### src/rtl/hc4_regarb_pkg.sv
// Shared definitions for the register-file write arbiter.
// Port-select encoding used for the round-robin pointer and lock owner,
// plus the default bank geometry.
package hc4_regarb_pkg;

  typedef enum logic {
    PORT_A = 1'b0,
    PORT_B = 1'b1
  } port_sel_t;

  localparam int REGARB_WIDTH = 4;
  localparam int REGARB_NREG  = 4;
  localparam int REGARB_AW    = 2;

endpackage

### src/rtl/regarb_onehot_dec.sv
// Purpose: address + valid -> active-low one-hot register enable, plus out-of-range flag.
// Latency: purely combinational, feeds the nWrEn flops in the arbiter.
// Backpressure: none; an out-of-range address yields an all-ones vector (write dropped).
module regarb_onehot_dec
  import hc4_regarb_pkg::*;
#(
  parameter int NREG = REGARB_NREG,
  parameter int AW   = REGARB_AW
) (
  input  logic [AW-1:0]   addr,
  input  logic            vld,
  output logic [NREG-1:0] n_onehot,
  output logic            out_of_range
);

  // One extra bit so NREG == 2**AW still compares correctly.
  localparam logic [AW:0] NREG_W = (AW+1)'(NREG);

  // Decode the address into a single low bit; nothing low when invalid or out of range.
  always_comb begin
    n_onehot     = '1;
    out_of_range = vld && ({1'b0, addr} >= NREG_W);
    for (int i = 0; i < NREG; i++) begin
      if (vld && (addr == AW'(i))) begin
        n_onehot[i] = 1'b0;
      end
    end
  end

endmodule

### src/rtl/regfile_write_arbiter.sv
// Purpose: round-robin arbiter for the shared register-file write path (ports A and B).
// Latency: one cycle from sampled req to registered gnt/nWrEn/wdata; all outputs from flops.
// Backpressure: loser simply waits; a port is ineligible the cycle its own gnt is high.
// Optional owner lock for back-to-back writes is enabled by defining REGARB_LOCK_EN.
module regfile_write_arbiter
  import hc4_regarb_pkg::*;
#(
  parameter int WIDTH = REGARB_WIDTH,
  parameter int NREG  = REGARB_NREG,
  parameter int AW    = REGARB_AW
) (
  input  logic             clk,
  input  logic             nReset,
  input  logic             reqA,
  input  logic             reqB,
  input  logic [AW-1:0]    addrA,
  input  logic [AW-1:0]    addrB,
  input  logic [WIDTH-1:0] dataA,
  input  logic [WIDTH-1:0] dataB,
  input  logic             lockA,
  input  logic             lockB,
  output logic             gntA,
  output logic             gntB,
  output logic [WIDTH-1:0] wdata,
  output logic [NREG-1:0]  nWrEn,
  output logic             addrErr
);

  port_sel_t        last_q, last_d;
  logic             gnt_a_q, gnt_a_d;
  logic             gnt_b_q, gnt_b_d;
  logic [WIDTH-1:0] wdata_q, wdata_d;
  logic [NREG-1:0]  nwren_q, nwren_d;
  logic             addr_err_q, addr_err_d;

  logic             elig_a, elig_b;
  logic             win_a, win_b, win_any;
  logic [AW-1:0]    win_addr;
  logic [NREG-1:0]  dec_n;
  logic             dec_oor;

`ifdef REGARB_LOCK_EN
  logic             lock_vld_q, lock_vld_d;
  port_sel_t        lock_own_q, lock_own_d;
`else
  // Lock inputs exist on the port list but have no function in this build.
  logic             unused_lock;
  assign unused_lock = lockA | lockB;
`endif

  // Eligibility (bubble after own grant, lock exclusion) and round-robin pick.
  always_comb begin
    elig_a = reqA & ~gnt_a_q;
    elig_b = reqB & ~gnt_b_q;
`ifdef REGARB_LOCK_EN
    if (lock_vld_q) begin
      if (lock_own_q == PORT_A) begin
        elig_b = 1'b0;
      end else begin
        elig_a = 1'b0;
      end
    end
`endif
    win_a    = elig_a & (~elig_b | (last_q == PORT_B));
    win_b    = elig_b & (~elig_a | (last_q == PORT_A));
    win_any  = win_a | win_b;
    win_addr = win_b ? addrB : addrA;
  end

  regarb_onehot_dec #(
    .NREG (NREG),
    .AW   (AW)
  ) u_dec (
    .addr         (win_addr),
    .vld          (win_any),
    .n_onehot     (dec_n),
    .out_of_range (dec_oor)
  );

  // Next-state for grant pulses, write bus, enables and the round-robin pointer.
  always_comb begin
    gnt_a_d    = win_a;
    gnt_b_d    = win_b;
    nwren_d    = dec_n;
    addr_err_d = dec_oor;
    wdata_d    = wdata_q;
    last_d     = last_q;
    if (win_a) begin
      wdata_d = dataA;
      last_d  = PORT_A;
    end else if (win_b) begin
      wdata_d = dataB;
      last_d  = PORT_B;
    end
  end

`ifdef REGARB_LOCK_EN
  // A grant sets or releases ownership according to the winner's lock bit;
  // the non-owner can never win while a lock is held, so no owner check is needed here.
  always_comb begin
    lock_vld_d = lock_vld_q;
    lock_own_d = lock_own_q;
    if (win_a) begin
      lock_vld_d = lockA;
      lock_own_d = PORT_A;
    end else if (win_b) begin
      lock_vld_d = lockB;
      lock_own_d = PORT_B;
    end
  end

  // Lock owner state; reset leaves no owner.
  always_ff @(posedge clk or negedge nReset) begin
    if (!nReset) begin
      lock_vld_q <= 1'b0;
      lock_own_q <= PORT_A;
    end else begin
      lock_vld_q <= lock_vld_d;
      lock_own_q <= lock_own_d;
    end
  end
`endif

  // Output and pointer flops; reset drops any pending enable immediately.
  always_ff @(posedge clk or negedge nReset) begin
    if (!nReset) begin
      last_q     <= PORT_B;
      gnt_a_q    <= 1'b0;
      gnt_b_q    <= 1'b0;
      wdata_q    <= '0;
      nwren_q    <= '1;
      addr_err_q <= 1'b0;
    end else begin
      last_q     <= last_d;
      gnt_a_q    <= gnt_a_d;
      gnt_b_q    <= gnt_b_d;
      wdata_q    <= wdata_d;
      nwren_q    <= nwren_d;
      addr_err_q <= addr_err_d;
    end
  end

  assign gntA    = gnt_a_q;
  assign gntB    = gnt_b_q;
  assign wdata   = wdata_q;
  assign nWrEn   = nwren_q;
  assign addrErr = addr_err_q;

endmodule

### config.mk
export PLATFORM = sky130hd
export DESIGN_NAME = regfile_write_arbiter
export DESIGN_NICKNAME = d
export VERILOG_FILES = /design/src/rtl/hc4_regarb_pkg.sv /design/src/rtl/regarb_onehot_dec.sv /design/src/rtl/regfile_write_arbiter.sv
export SDC_FILE = /design/constraint.sdc
export NUM_CORES = 1
export LEC_CHECK = 0
export ABC_CLOCK_PERIOD_IN_PS = 3000
export CORE_MARGIN = 2
export CORE_UTILIZATION = 38
export CTS_CLUSTER_SIZE = 14
export DETAILED_ROUTE_END_ITERATION = 8
export GPL_ROUTABILITY_DRIVEN = 0
export MAX_ROUTING_LAYER = met4
export PLACE_DENSITY_LB_ADDON = 0.2
export SLEW_MARGIN = 5
export SYNTH_ARGS = -nofsm -noshare
export SYNTH_HDL_FRONTEND = slang
export SYNTH_SLANG_ARGS = --single-unit
### constraint.sdc
create_clock -name clk -period 3 [get_ports clk]
set_input_delay 0.6 -clock clk [delete_from_list [all_inputs] [get_ports clk]]
set_output_delay 0.6 -clock clk [all_outputs]
set_load 0.02 [all_outputs]
==> results_dict.tcl <==
set metrics [dict create \
    start_util_pct 42.6 \
    area.growth.synth_to_final_pct 56.1 \
    min_path_type "reg2reg" \
    pre_cts_ws_ns 1.07 \
    cts_tree "done" \
    ant_nets 0 \
    vias 428 \
    setup-tns-final_ns 0 \
    ys_ff_latch 11 \
    grt_max_degree 12 \
    grt_pass1_vias 378 \
    first_pass_iters 4 \
    grt_usage_pct 17.0 \
    setup_viol 0 \
    ir_worst_vdd_mv 0.303 \
    crit_required_ns 2.40 \
    post_cts_buffers 0 \
    netlist_instances 43 \
    comb_power_share_pct 34.1 \
    min_to "last_q$_DFFE_PN1N_" \
    reg2reg_depth 3 \
    drtIter0Drc 8 \
    layout-drive-gt1-share_pct 20.3 \
    worst-path-buf-inv 1 \
    max_stage_delay_ns 0.59 \
    crit_type "reg2out" \
    wire_per_inst_um 13.0 \
    relSlewSlack_pct 66.8 \
    syn_avg_cell_area_um2 11.5 \
    clock-sinks 11 \
    cts-resized-gates 0 \
    whs_path_depth 2 \
    grt-ovfl-total 0 \
    rsz0062_at_grt "false" \
    grt_pass1_wl_um 1700 \
    setup_ws_ns 1.01 \
    netlist_area_um2 493 \
    slew_violations 0 \
    period_needed_ns 1.99 \
    cpMaxStageDelayCell "clkdlybuf4s50_1" \
    min_from "last_q$_DFFE_PN1N_" \
    internal_power_uw 319 \
    core_um2 1160 \
    vias_per_cell 5.16 \
    critPathTopFamily "buffers and inverters" \
    maxCapViolations 0 \
    timing.rr.start "gntB$_DFF_PN0_" \
    diodes 0 \
    synthArstFlopShare_pct 100 \
    clk_latency_ns 0.27 \
    path_max_fanout 1 \
    path_cells "clkdlybuf4s50_1" \
    r2r_slack_ns 1.69 \
    p_switching_uw 142 \
    fp.dieW_um 40.0 \
    p_seq_share_pct 43.5 \
    drc 0 \
    period_share_pct 66.3 \
    arrival_ns 1.39 \
    powerDensity_nw_per_um2 598 \
    p_leak_uw 0.000312 \
    die_h_um 40.0 \
    synth_edf_count 0 \
    io_pins 29 \
    synth.net_count 61 \
    cts.htree.levels 1 \
    reg2reg_to "wdata[3]$_DFFE_PN0N_" \
    critPathLaunch "nWrEn[3]$_DFF_PN1_" \
    root_buffer "clkbuf_4" \
    io_buffers 25 \
    yosysWarnings 0 \
    synth_ff_type "dfrtp_1" \
    max_freq_mhz 503 \
    layout.nets 88 \
    hold_buffers 0 \
    ys_seq_area_share_pct 57.1 \
    switching_share_pct 30.8 \
    tightest_slew_ns 0.496 \
    outcome "complete, no violations" \
    clkPwrFrac_pct 22.4 \
    skew_ns 0.00540 \
    dieArea_um2 1600 \
    routed_wl_um 1080 \
    ys_types 19 \
    cts_inserted_buffers 3 \
    end_kind "output pin" \
    clk_pin_slew_ns 0.07 \
    start_kind "register" \
    clock_path_buffers 2 \
    antenna_found_initial 0 \
    finalHoldViolations 0 \
    rows 12 \
]
==> through the flow <==
stage | total power (µW) | cells | area (µm²) | utilization [%] | hold slack, ns
6_report | 460 | 83 | 769 | 66.6 | 0.523
3_5_place_dp | 362 | 79 | 743 | 64.3 | 0.520
5_1_grt | 486 | 83 | 769 | 66.6 | 0.556
2_1_floorplan | 286 | 43 | 493 | - | 0.304
4_1_cts | 463 | 83 | 769 | 66.6 | 0.530
3_3_place_gp | 360 | 79 | 743 | 64.3 | 0.514
==> logic make-up (layout without fill, tap and decap cells) <==
family / count (synthesis) / count (layout) / synth area share (%)
and+or+nand+nor: 15 / 15 / 16.0
AOI/OAI and AO/OA: 10 / 10 / 20.3
other: 1 / 1 / 0.761
buffers and inverters: 6 / 32 / 5.84
DFF: 11 / 11 / 57.1
==> power by group through the flow <==
stage               logic (µW)  clock network [µW]  registers, µW
floorplan                 54.2                   0            232
global placement           157                   0            204
detailed placement         158                   0            204
CTS                        158                 103            201
global route               169                 113            204
finish                     157                 103            200
==> worst max-delay path by stage <==
stage | to | cells past startpoint
after CTS | nWrEn[3] | 1
final | nWrEn[3] | 1
after global placement | wdata[2]$_DFFE_PN0N_ | 4
after detailed placement | wdata[3]$_DFFE_PN0N_ | 4
after global routing | nWrEn[3] | 1
after floorplan | wdata[0]$_DFFE_PN0N_ | 4
==> cell type report <==
cell class,count,area [µm²]
repair buffers,25,250
clock buffers,4,26.3
fillers,102,387
inverters,3,11.3
well taps,14,17.5
flip-flops and latches,11,282
multi-input cells,26,183
==> synth_stat cells (all sizes together) (2+ instances only) <==
cell type	n	area share, %
dfrtp	6	30
dfstp	5	27
o221a	4	9.1
or3	4	5.1
inv	3	2.3
nand2	3	2.3
nor2	3	2.3
a32oi	2	3.6
clkbuf	2	2.0
nand2b	2	2.5
nor3	2	2.0
==> state kept, by name, summed over array words and instances, names as in the netlist <==
name and cells:
nWrEn 4, wdata 4, gntA 1, gntB 1
last_q 1
==> layout by cell type (no fill, tap or decap) <==
master / n
inv_1: 2
clkbuf_1: 1
o21ai_0: 1
a22oi_1: 1
conb_1: 1
a32oi_1: 2
clkbuf_4: 3
nor3_1: 2
nand2_1: 3
and3b_1: 1
dfstp_2: 5
inv_2: 1
clkdlybuf4s50_1: 25
o21bai_4: 1
dfrtp_1: 6
a31oi_1: 1
or3_1: 4
nand2b_1: 2
nor2_1: 3
o221a_2: 4
==> per-layer routing <==
metal | global-route usage [%] | part of all wire [%] | up-vias
met1 | 21.8 | 44 | 193
met3 | 3.89 | 10 | 2
met2 | 24.2 | 45 | 26
li1 | - | - | 207
met5 | - | 0 | -
met4 | 10.3 | 1.1 | 0
(Power assumes the default switching activity.)
